<file path="config.mk">
export PLATFORM = sky130hd
export DESIGN_NAME = dcpu16_xbus
export DESIGN_NICKNAME = d
export VERILOG_FILES = /design/src/rtl/dcpu16_xbus.sv
export SDC_FILE = /design/constraint.sdc
export NUM_CORES = 1
export LEC_CHECK = 0
export CAP_MARGIN = 40
export CORE_UTILIZATION = 31
export CTS_CLUSTER_SIZE = 24
export DETAILED_ROUTE_END_ITERATION = 10
export GPL_TIMING_DRIVEN = 0
export HOLD_SLACK_MARGIN = 0.12
export PLACE_DENSITY = 0.79
export SETUP_SLACK_MARGIN = 0.3
export SLEW_MARGIN = 10
export SYNTH_ARGS = -nofsm -noshare
export SYNTH_HDL_FRONTEND = slang
export SYNTH_SLANG_ARGS = --single-unit
</file>
<file path="constraint.sdc">
create_clock -name clk -period 1.3 [get_ports clk]
set_input_delay 0.39 -clock clk [delete_from_list [all_inputs] [get_ports clk]]
set_output_delay 0.39 -clock clk [all_outputs]
set_load 0.005 [all_outputs]
</file>
<file path="src/rtl/dcpu16_xbus.sv">
// dcpu16_xbus: arbitrates the CPU's f (fetch/write-back) and g (operand) masters onto one
// strobe/ack memory bus. Optional grant timeout is enabled with `define DCPU16_XBUS_TMO_EN.
module dcpu16_xbus #(
  parameter int ARB_RR = 1,
  parameter int TMO_W  = 8
) (
  input  logic        clk,
  input  logic        rst,
  input  logic [15:0] f_adr,
  input  logic        f_stb,
  input  logic        f_wre,
  input  logic [15:0] f_dto,
  output logic [15:0] f_dti,
  output logic        f_ack,
  input  logic [15:0] g_adr,
  input  logic        g_stb,
  input  logic        g_wre,
  input  logic [15:0] g_dto,
  output logic [15:0] g_dti,
  output logic        g_ack,
  output logic [15:0] x_adr,
  output logic        x_stb,
  output logic        x_wre,
  output logic [15:0] x_dto,
  input  logic [15:0] x_dti,
  input  logic        x_ack,
  output logic        x_err
);

  typedef enum logic [1:0] {IDLE, FGNT, GGNT} state_t;

  state_t state;
  logic   last_f;    // last completed grant went to f
  logic   grant_f;
  logic   grant_g;
  logic   tmo_hit;
  logic   done;

  // On a tie, f wins unless round-robin is on and f had the previous grant.
  assign grant_f = f_stb & (~g_stb | (ARB_RR == 0) | ~last_f);
  assign grant_g = g_stb & ~grant_f;

`ifdef DCPU16_XBUS_TMO_EN
  logic [TMO_W-1:0] tmo_cnt;

  // A real x_ack in the terminal cycle wins over the forced timeout ack.
  assign tmo_hit = (state != IDLE) & (&tmo_cnt) & ~x_ack;

  always_ff @(posedge clk or posedge rst) begin
    if (rst) begin
      tmo_cnt <= '0;
      x_err   <= 1'b0;
    end else begin
      if (state == IDLE || x_ack) tmo_cnt <= '0;
      else                        tmo_cnt <= tmo_cnt + 1'b1;
      if (tmo_hit) x_err <= 1'b1;
    end
  end
`else
  assign tmo_hit = 1'b0;
  assign x_err   = 1'b0;
`endif

  assign done  = x_ack | tmo_hit;
  assign f_ack = (state == FGNT) & done;
  assign g_ack = (state == GGNT) & done;
  assign f_dti = tmo_hit ? 16'hFFFF : x_dti;
  assign g_dti = tmo_hit ? 16'hFFFF : x_dti;

  // NOTE: sequential state uses non-blocking assignments so every branch sees pre-edge values.
  always_ff @(posedge clk or posedge rst) begin
    if (rst) begin
      state  <= IDLE;
      last_f <= 1'b0;
      x_stb  <= 1'b0;
      x_wre  <= 1'b0;
      x_adr  <= 16'h0000;
      x_dto  <= 16'h0000;
    end else begin
      case (state)
        IDLE: begin
          if (grant_f) begin
            state <= FGNT;
            x_stb <= 1'b1;
            x_adr <= f_adr;
            x_wre <= f_wre;
            x_dto <= f_dto;
          end else if (grant_g) begin
            state <= GGNT;
            x_stb <= 1'b1;
            x_adr <= g_adr;
            x_wre <= g_wre;
            x_dto <= g_dto;
          end
        end
        FGNT, GGNT: begin
          // x_* hold their latched values until the transfer ends.
          if (done) begin
            state  <= IDLE;
            x_stb  <= 1'b0;
            last_f <= (state == FGNT);
          end
        end
        default: begin
          state <= IDLE;
          x_stb <= 1'b0;
        end
      endcase
    end
  end

endmodule

</file>
Word-level counts from Yosys, hierarchy flattened:

Cells that the tools add are included.

* register bits after elaboration: 37
* input bits: 87

* equality and inequality tests: 4
* mux-type cells: 14
* bitwise operators: 8
* reduce and logical (&&, ||, !) cells: 6

Operators by type and width (number)
* 16-bit 2-to-1 mux: 4
* 2-bit 2-to-1 mux: 3
* 2-bit AND reduction: 3
* 1-bit 2-to-1 mux: 5
* 1-bit bitwise AND: 4
* 2-bit case mux with 2 select lines: 1
* 3-bit != test (second input constant): 1
* 1-bit NOT: 3
* 2-bit by 1-bit == test with 1-bit output (second input constant): 1
* 2-bit == test (second input constant): 1
* 2-bit logical NOT: 1
* 2-bit != test (second input constant): 1
* 1-bit case mux with 2 select lines: 1
* 2-bit nonzero test: 1
* 2-bit OR reduction: 1
* 1-bit OR: 1

Longest topological paths before layout:

* depth in word-level cells: 8
* gate-level depth with buffers: 6

Worst setup path after synthesis:

No wires, ideal clock.

* kind: register to register
* start point: register state[0]
* end point: register state[0]
* library setup time: 121 ps
* arrival: 1244 ps
* data required time: 1179 ps
* setup slack: -65 ps
* cell stages (with the launch flop): 6
* buffers on the path: 0
* clock period less this slack: 1365 ps
* cell sequence: dfrtp_1 > inv_1 > ha_1 > nor2b_1 > o22ai_1 > a22o_1

* cells in the longest elaborated chain, start to end: 4

Ends and longest elaborated chain
* from (decl): line 32 `state_t state;`
* from (signal assigned): line 73 `state <= IDLE;`
* from (signal assigned): line 83 `state <= FGNT;`
* from (signal assigned): line 89 `state <= GGNT;`
* 2-bit == test / 2-bit by 1-bit == test with 1-bit output (equally long branches): line 80 `case (state)`
* 2-bit OR reduction: line 80
* 2-bit != test (no line)
* 2-bit AND reduction (no line)

Several ways; a longest one is shown, not always the timed one.
A chain may end at the register's enable or synchronous reset.

Final worst setup path:

* start point: register state[1]
* end point: output port g_ack

* cells in the longest elaborated chain, start to end: 2

Ends and longest elaborated chain
* 2-bit == test: line 66 `assign g_ack = (state == GGNT) & done;`
* 1-bit bitwise AND: line 66
* to (decl): line 20 `output logic g_ack,`

Every way passes these cells.

==> results.py <==
metrics = {
    "timing": {
        "fmax_mhz": 627,
        "rsz0062_at_grt": "true",
        "finalCritPeriodShare": 1.23,
        "hold-worst-slack_ns": 0.435,
        "skew_ns": 0.00787,
        "finalSetupViolCount": 39,
        "fin_crit_ns": 1.60,
        "hold_violations": 0,
        "layout_setup_ws_ns": -0.296,
        "drv_slew": 0,
    },
    "floorplanning": {
        "start_util": 0.322,
        "die_x_um": 83.3,
        "rows": 29,
        "dieHeight_um": 83.3,
        "die-area_sq_mm": 0.00693,
        "core_sq_mm": 0.00635,
        "io_pins": 156,
    },
    "critical_path": {
        "cp-start-kind": "flip-flop",
        "critPathMaxFanout": 2,
        "endpoint_kind": "output pin",
        "crit_type": "flip-flop to output pin",
        "arrival_ns": 1.21,
        "required_ns": 0.91,
    },
    "synth": {
        "yosys.area.top_type": "dfrtp_1",
        "synth_area_sq_mm": 0.00205,
        "synth_cells": 239,
        "yosysSeqAreaShare": 0.452,
        "synthTopCellsByArea": "dfrtp_1 (45%), buf_4 (13%), nand2_1 (12%), a31oi_1 (9.5%), nor2_1 (6.4%)",
        "yosys.area.top_type_share": 0.452,
        "synth_common_cells": "nand2_1 (68), dfrtp_1 (37), buf_4 (35), nor2_1 (35), a31oi_1 (31)",
        "ys_ff_latch": 37,
        "synth-edff-count": 0,
        "synth_top_flop_cell": "dfrtp_1",
        "syn_nets": 329,
        "syn_avg_cell_area_sq_um": 8.56,
        "yosysWarningCount": 0,
        "synth_most_common_cell": "nand2_1",
        "synth_cell_types": 21,
        "async_flop_share": 1.00,
    },
    "clock_tree": {
        "cts_sinks": 37,
        "root_buffer": "clkbuf_8",
        "tritoncts": "yes",
        "htreeDepth": 2,
        "cts_buffers": 5,
        "clk_latency_ns": 0.29,
        "clockBufferDepth": 2,
        "clk_pin_slew_ns": 0.08,
    },
    "job": {
        "cap_violations": 0,
    },
    "min_path": {
        "hp-class": "input pin to async pin",
    },
    "placed_design": {
        "dp_hpwl_um": 4880,
        "numPortBuffers": 138,
        "dp.cells": 455,
        "gp_congestion": 0.765,
    },
    "routing": {
        "drt_iter0_drc": 67,
        "dr.pass1.iters": 4,
        "wl_per_cell_um": 15.1,
        "wl_um": 7690,
        "antenna_left": 0,
        "vias": 2400,
        "route.detailed.drc": 0,
        "viasPerCell": 4.71,
    },
    "global_routing": {
        "grt_overflow_total": 0,
        "grt_max_degree": 24,
        "grt.total_usage": 0.213,
        "grt_pass1_wl_um": 11700,
        "antenna_found_initial": 0,
        "grt_pass1_vias": 2467,
    },
    "outcome": {
        "violations": "negative setup slack",
        "outcome": "finished with violations",
    },
    "layout": {
        "layoutNonFillerInstCount": 510,
        "syn_to_final_growth_pct": 122,
        "antennaDiodeCount": 0,
        "fin_nets": 522,
        "drive_gt1_frac": 0.513,
    },
    "power": {
        "max-vdd-ir-drop_uv": 1170,
        "p_leak_uw": 0.00203,
        "p_per_area_mw_per_mm2": 1910,
    },
}
final cells by class:
class | count | area, sq um
clock inverter | 2 | 37.5
clock buffer | 6 | 82.6
buffer | 47 | 455
inverter | 3 | 17.5
multi-input combinational | 152 | 1130
sequential | 37 | 927
tap | 77 | 96.3
timing repair buffer | 186 | 1790
fill | 449 | 1810
path summary, 6_finish.rpt:
check / startpoint / endpoint / slack (ns) / cells past startpoint
max in group asynchronous: rst / x_adr[6]$_DFFE_PP0P_ / 0.43 / 3
worst min register to register: x_adr[7]$_DFFE_PP0P_ / x_adr[7]$_DFFE_PP0P_ / 0.55 / 2
min in group clk: x_adr[7]$_DFFE_PP0P_ / x_adr[7]$_DFFE_PP0P_ / 0.55 / 2
worst max register to register: state[1]$_DFFE_PP0P_ / x_adr[5]$_DFFE_PP0P_ / -0.28 / 9
worst max-delay path: state[1]$_DFFE_PP0P_ / g_ack / -0.30 / 4
worst min-delay path: rst / x_adr[11]$_DFFE_PP0P_ / 0.44 / 2
routing by layer:
metal | wire (um) | track usage | vias to the layer above
li1 | - | - | 1135
met1 | 2960 | 0.249 | 1141
met2 | 4000 | 0.384 | 112
met3 | 590 | 0.0527 | 12
met4 | 134 | 0.0627 | 0
met5 | 0 | 0 | -
metrics by stage:
stage / cell area [sq um] / power, uW / setup TNS (ns) / util / worst slack (ns)
after floorplan: 2090 / 3610 / 0 / - / 0.0807
after global placement: 3570 / 5330 / -25.21 / 0.562 / -0.673
after detailed placement: 3590 / 5450 / -21.44 / 0.565 / -0.745
after CTS: 3920 / 7250 / -8.07 / 0.618 / -0.290
after global routing: 4540 / 9200 / -10.99 / 0.715 / -0.344
final: 4540 / 8700 / -9.17 / 0.715 / -0.296
worst max-delay path, cell delays in order, from the launching register on:
cell     delay [ns]
dfrtp_1        0.40
buf_4          0.15
ha_4           0.14
and2_4         0.13
buf_6          0.11
report_power, final:
part | leakage, uW | switching (uW) | internal (uW)
combinational | 0.00155 | 2290 | 3300
clock | 0.0000574 | 432 | 624
sequential | 0.000420 | 324 | 1730
total | 0.00203 | 3040 | 5650
state kept, by name, indices dropped and copies added, names as in the netlist:
register	cells
x_adr	16
x_dto	16
state	2
last_f	1
x_stb	1
x_wre	1
placed cells by master (no fill, tap or decap), types with 3 or more instances in the layout:
master / instances
dlygate4sd2_1: 3
ha_4: 3
dfrtp_1: 36
buf_2: 38
nand2_1: 67
nor2_4: 6
clkdlybuf4s50_1: 67
buf_16: 4
buf_6: 57
nor2_1: 17
a31oi_2: 3
buf_12: 6
a31oi_1: 15
buf_4: 52
nor2_2: 12
clkbuf_8: 6
a31oi_4: 15
buf_8: 5
timing repair:
action / in CTS / in global routing
hold buffers: 0 / 0
setup endpoints to repair: 105 / 95
pin swaps: 7 / 2
gates cloned: 7 / 1
resized for setup: 328 / 76
buffers inserted: 20 / 19
logic make-up (layout without fill, tap and decap cells):
logic type / count (synthesis) / in the layout / share of synthesized area
muxes: 1 / 1 / 0.00550
other: 1 / 1 / 0.00183
adders and majority gates: 3 / 3 / 0.0183
and+or+nand+nor: 106 / 106 / 0.198
buffers and inverters: 50 / 244 / 0.182
DFF: 37 / 37 / 0.452
AOI/OAI and AO/OA: 41 / 41 / 0.142
No activity file was read; power rests on OpenSTA's default activity.
